**config.mk**
```make
export PLATFORM = sky130hd
export DESIGN_NAME = systolic_feeder
export DESIGN_NICKNAME = d
export VERILOG_FILES = /design/src/rtl/systolic_feeder.sv
export SDC_FILE = /design/constraint.sdc
export NUM_CORES = 2
export LEC_CHECK = 0
export CORE_AREA = 4 4 332 334
export DETAILED_ROUTE_END_ITERATION = 10
export DIE_AREA = 0 0 336 338
export PLACE_DENSITY = 0.53
export SLEW_MARGIN = 10
export SYNTH_ARGS = -nofsm -noshare
export SYNTH_HDL_FRONTEND = slang
export SYNTH_SLANG_ARGS = --single-unit
```
**constraint.sdc**
```tcl
create_clock -name clk -period 3.15 [get_ports clk]
set_input_delay 0.63 -clock clk [delete_from_list [all_inputs] [get_ports clk]]
set_output_delay 0.63 -clock clk [all_outputs]
set_load 0.02 [all_outputs]
```
**src/rtl/systolic_feeder.sv**
```systemverilog
// Loads N rows of X (M words) and W (K words) from a 1-cycle-latency memory,
// then presents one row pair per cycle to a systolic array.
module systolic_feeder #(
  parameter int M          = 9,
  parameter int N          = 2,
  parameter int K          = 1,
  parameter int DATA_WIDTH = 32,
  parameter int ADDR_WIDTH = 32,
  parameter logic [ADDR_WIDTH-1:0] IM2COL_BASE = 32'h00002000,
  parameter logic [ADDR_WIDTH-1:0] WEIGHT_BASE = 32'h00001000
) (
  input  logic                    clk,
  input  logic                    rst_n,
  input  logic                    start,
  output logic [ADDR_WIDTH-1:0]   addr_rd,
  input  logic [DATA_WIDTH-1:0]   data_rd,
  output logic [DATA_WIDTH*M-1:0] X,
  output logic [DATA_WIDTH*K-1:0] W,
  output logic                    valid,
  output logic                    busy,
  output logic                    done
);
  localparam int NM = N * M;
  localparam int R  = N * (M + K);
  localparam int CW = $clog2(R + 1);
  localparam int RW = $clog2(N + 1);

  typedef enum logic [1:0] {IDLE, LOAD, STREAM, FINISH} state_t;

  state_t                         state;
  logic [CW-1:0]                  lcnt;
  logic [CW-1:0]                  lnext;
  logic [RW-1:0]                  row;
  // X rows occupy slots 0..NM-1, W rows follow; slot order equals read order
  logic [R-1:0][DATA_WIDTH-1:0]   mem;

  assign lnext = lcnt + CW'(1);

  // Both matrices are row-major and contiguous, so read i maps linearly.
  function automatic logic [ADDR_WIDTH-1:0] rd_addr(input logic [CW-1:0] idx);
    if (idx < CW'(NM)) return IM2COL_BASE + ADDR_WIDTH'(idx);
    return WEIGHT_BASE + ADDR_WIDTH'(idx - CW'(NM));
  endfunction

  always_ff @(posedge clk) begin
    if (!rst_n) begin
      state   <= IDLE;
      lcnt    <= '0;
      row     <= '0;
      addr_rd <= '0;
      mem     <= '0;
    end else begin
      case (state)
        IDLE: if (start) begin
          state   <= LOAD;
          lcnt    <= '0;
          addr_rd <= rd_addr(CW'(0));
        end
        LOAD: begin
          // lcnt counts LOAD cycles; data for read lcnt-1 is on the bus now
          for (int s = 0; s < R; s++)
            if (lcnt == CW'(s + 1)) mem[s] <= data_rd;
          if (lcnt == CW'(R)) begin
            state   <= STREAM;
            lcnt    <= '0;
            row     <= '0;
            addr_rd <= '0;
          end else begin
            lcnt    <= lnext;
            addr_rd <= (lnext < CW'(R)) ? rd_addr(lnext) : '0;
          end
        end
        STREAM: begin
          if (row == RW'(N - 1)) state <= FINISH;
          else                   row   <= row + RW'(1);
        end
        FINISH:  state <= IDLE;
        default: state <= IDLE;
      endcase
    end
  end

  // Row mux as an OR chain of one-hot terms; W follows row in every state so
  // it holds row N-1 after a run and reads zero after reset.
  logic [N:0][DATA_WIDTH*M-1:0] xacc;
  logic [N:0][DATA_WIDTH*K-1:0] wacc;
  assign xacc[0] = '0;
  assign wacc[0] = '0;

  for (genvar r = 0; r < N; r++) begin : g_row
    logic hit;
    assign hit        = (row == RW'(r));
    assign xacc[r+1]  = xacc[r] | ((hit && state == STREAM) ? mem[r*M +: M] : '0);
    assign wacc[r+1]  = wacc[r] | (hit ? mem[NM + r*K +: K] : '0);
  end

  assign X     = xacc[N];
  assign W     = wacc[N];
  assign valid = (state == STREAM);
  assign busy  = (state != IDLE);
  assign done  = (state == FINISH);
endmodule

```
==> summary.log <==
qor: status.status completed
qor: floorplanning.core_region_area 107,000 um^2
qor: layout.nNetsFinal 3,712
qor: timing.timing.clock.skew 0.0184 ns
qor: power.powerDensity 586 nW/um^2
qor: critical_path.timing.critical_path.slowest_stage_cell dfxtp_2
qor: timing.slew-limit-headroom 0.222
qor: detailed_routing.detailroute.wirelength.met3 7.06 mm
qor: critical_path.crit_path_max_delay_family buffers and inverters
qor: detailed_routing.met2WireLength 52.6 mm
qor: detailed_routing.uppermost_signal_routing_layer_after_detailed_routing met4
qor: yosys.cell_area_after_synthesis 26,700 um^2
qor: clocking.cts_max_level 3
qor: floorplanning.die_outline_height 338 um
qor: timing.final_setup_tns 0 ns
qor: hold_path.worstHoldPathType flip-flop to flip-flop
qor: layout.syn_to_final_growth 28.4%
qor: clocking.clk_pin_slew_worst_paths 0.06 ns
qor: power.intPower 14.8 mW
qor: placed_design.io_buffers 371
qor: timing.finalCritPeriodShare 0.976
qor: yosys.synth.yosys.seq_area_share 0.493
qor: grt.grt_util_all_layers 0.184
qor: clocking.clock_tree.buffer_depth 3
qor: floorplanning.die_area 114,000 um^2
qor: floorplanning.initial_core_util 0.250
qor: yosys.synthesis.instances 3,430
qor: critical_path.maximum_fanout_along_the_worst_path 12
qor: timing.grt_setup_unrepaired yes
qor: critical_path.cp_common_cell buf_12
qor: yosys.synth.avg_cell_area 7.78 um^2
qor: yosys.synth.yosys.warnings 0
qor: detailed_routing.drc 0
qor: critical_path.critPathMaxStageDelay 0.32 ns
qor: timing.setup-violations-final 0
qor: critical_path.criticalPathCategory flip-flop to primary output
qor: detailed_routing.drt_first_iter_violations 2,079
qor: clocking.cts.sinks 657
qor: power.sw_frac_of_total 0.265
qor: clocking.clock_buffers_created_by_tritoncts 78
qor: clocking.later_pin_clock_latency_in_the_skew_report 0.63 ns
qor: grt.initial_antenna_violation_count 0
qor: detailed_routing.wire_per_inst 21.5 um
qor: critical_path.worst-path-buf-inv 6
qor: placed_design.dp.final_hpwl 68.7 mm
qor: timing.max_slew.worst_pin.slew 1.13 ns
qor: grt.grt_first_pass_wirelength 157 mm
qor: timing.timing_max_transition_violations_final 0
qor: detailed_routing.detail_route.first_pass.iterations 5
qor: critical_path.crit_path_cell_trace inv_1 -> ha_2 -> and2_4 -> buf_12 -> buf_16 -> buf_12 -> clkbuf_16 -> a22o_1 -> buf_2
qor: grt.grt_start_max_net_pins 77
qor: placed_design.place_congestion 0.795
qor: power.power_switching 5.33 mW
qor: detailed_routing.detail_route.vias_per_cell 4.83
qor: critical_path.arrival_time_reported_for_the_critical_path_endpoint 2.44 ns
qor: layout.layoutNonFillerInstCount 5,130
qor: detailed_routing.met1Wirelength 46.8 mm
qor: floorplanning.number_of_top_level_pins 390
qor: detailed_routing.number_of_vias_after_detailed_routing 24,800
qor: yosys.post_synth_edffs 0
qor: timing.finalWorstPathRequiredPeriod 3.07 ns
qor: critical_path.cp.required 2.52 ns
qor: power.power_leakage 12.1 nW
qor: power.p_comb_frac 0.119
qor: layout.num_antenna_cells 0
qor: clocking.tritoncts_clock_tree yes
qor: grt.via_count_of_the_first_global_routing_pass 23,000
qor: floorplanning.rows 120
qor: run.drv_cap 0
qor: power.pwr-share-clk 0.462
qor: critical_path.worst_setup_path_start_kind flip-flop
qor: clocking.cts-root-buf clkbuf_16
qor: power.vdd.ir_drop.worst 0.338 mV
qor: detailed_routing.drtAntennaViolNets 0
qor: detailed_routing.wl 110 mm
qor: power.totalPowerFinal 20.1 mW
qor: layout.final_layout_size_suffix_gt1_frac 0.143
qor: yosys.synthFlopType dfxtp_1
qor: timing.maximum_operating_frequency 0.325 GHz
qor: timing.timing_hold_violations_final 0
qor: clocking.cts_hold_buf 0
qor: yosys.synthDistinctLibCells 55
qor: yosys.synth-async-reset-ratio 0
qor: critical_path.worst_setup_end_kind primary output
qor: power.power.sequential.fraction 0.419
qor: floorplanning.die_boundary_width 336 um
qor: grt.gr-total-overflow 0
qor: placed_design.numPlacedInstances 4,963
qor: yosys.synth_seq_cells 657
==> cell families after synthesis <==
family | share of synthesized area
DFF | 0.493
adders and majority gates | 0.00563
xor gates and xnor gates | 0.000657
and+or+nand+nor | 0.201
AOI/OAI and AO/OA | 0.233
muxes | 0.00192
other | 0.000141
buffers and inverters | 0.0649
==> per-stage QoR <==
step           instance area (um^2)  hold slack (ns)  utilization  worst slack (ns)
6_report                      34300            0.452        0.321            0.0764
3_3_place_gp                  31900            0.440        0.298             0.206
4_1_cts                       34500            0.453        0.322           -0.0169
5_1_grt                       34300            0.467        0.321           -0.0341
3_5_place_dp                  31900            0.446        0.298             0.159
2_1_floorplan                 26700            0.436            -             0.658
==> repair_timing <==
| item | 4_1_cts | 5_1_grt |
|---|---|---|
| setup endpoints to repair | 318 | 278 |
| pin swaps | 2 | 1 |
| buffers inserted | 8 | 5 |
| resized for setup | 687 | 213 |
| gates cloned | 5 | 7 |
==> state kept, by name, indices dropped and copies added, names as in the netlist <==
name,count
addr_rd,8
lcnt,5
mem,640
row,2
state,2
==> layer usage <==
metal | global-route usage | vias up
li1 | - | 11900
met1 | 0.235 | 12000
met3 | 0.0378 | 147
met5 | 0 | -
met4 | 0.0680 | 0
met2 | 0.307 | 733
==> layout make-up <==
type	instances	area, um^2
clock inverters	21	243
well taps	1403	1760
fillers	11300	72600
flip-flops and latches	657	13200
repair buffers	513	4660
inverters	12	52.6
multi-input cells	2403	12000
clock buffers	121	2410
==> placed cells by master (no fill, tap or decap), types with 9 or more instances in the layout <==
cell type and count:
clkbuf_2 95, a22o_1 319, nand2_1 1297, clkdlybuf4s50_1 70
clkbuf_8 19, buf_16 12, buf_12 31, inv_1 11
clkinv_2 11, dfxtp_1 655, buf_2 90, ha_1 9
clkbuf_16 90, clkdlybuf4s15_2 37, clkdlybuf4s15_1 26, clkbuf_1 19
conb_1 18, a21oi_1 649, buf_4 97, dlygate4sd2_1 39
==> cells in the mapped netlist, types with 3 or more instances <==
master    count  area, um^2
nor2_1       12        45.0
inv_1        12        45.0
and2_1       11        68.8
clkbuf_1    206         773
nand4_1       5        31.3
dfxtp_1     657       13200
nand2b_1      4        25.0
nand3b_1      5        37.5
buf_4        25         188
buf_1        11        41.3
and3_1        5        31.3
mux2i_1       4        40.0
buf_6         3        33.8
a22o_1      320        2800
buf_2       130         651
nand2_1    1300        4880
a21oi_1     649        3250
nand3_1      14        70.1
ha_1         12         150
nor3_2        3        30.0
and2b_1       3        22.5
==> tightest hold or removal path: stages (launching register included) <==
cell	delay, ns
dfxtp_1	0.30
nand2_1	0.05
a21oi_1	0.05
==> worst paths after layout <==
kind	endpoint	slack, ns	from	cells after the start
max	X[112]	0.08	row[1]	9
min	mem[163]	0.45	mem[163]	2
max reg2reg	addr_rd[2]	0.57	lcnt[0]	8
min reg2reg	mem[163]	0.45	mem[163]	2
==> power groups by stage <==
stage / Combinational, mW / Sequential (mW) / Clock [mW]
6_report: 2.40 / 8.41 / 9.28
2_1_floorplan: 1.15 / 8.58 / 0
3_3_place_gp: 1.98 / 8.59 / 0
3_5_place_dp: 1.99 / 8.59 / 0
4_1_cts: 2.23 / 8.41 / 9.51
5_1_grt: 2.55 / 8.41 / 9.85
Note: power is estimated with default switching activity, not from simulation.
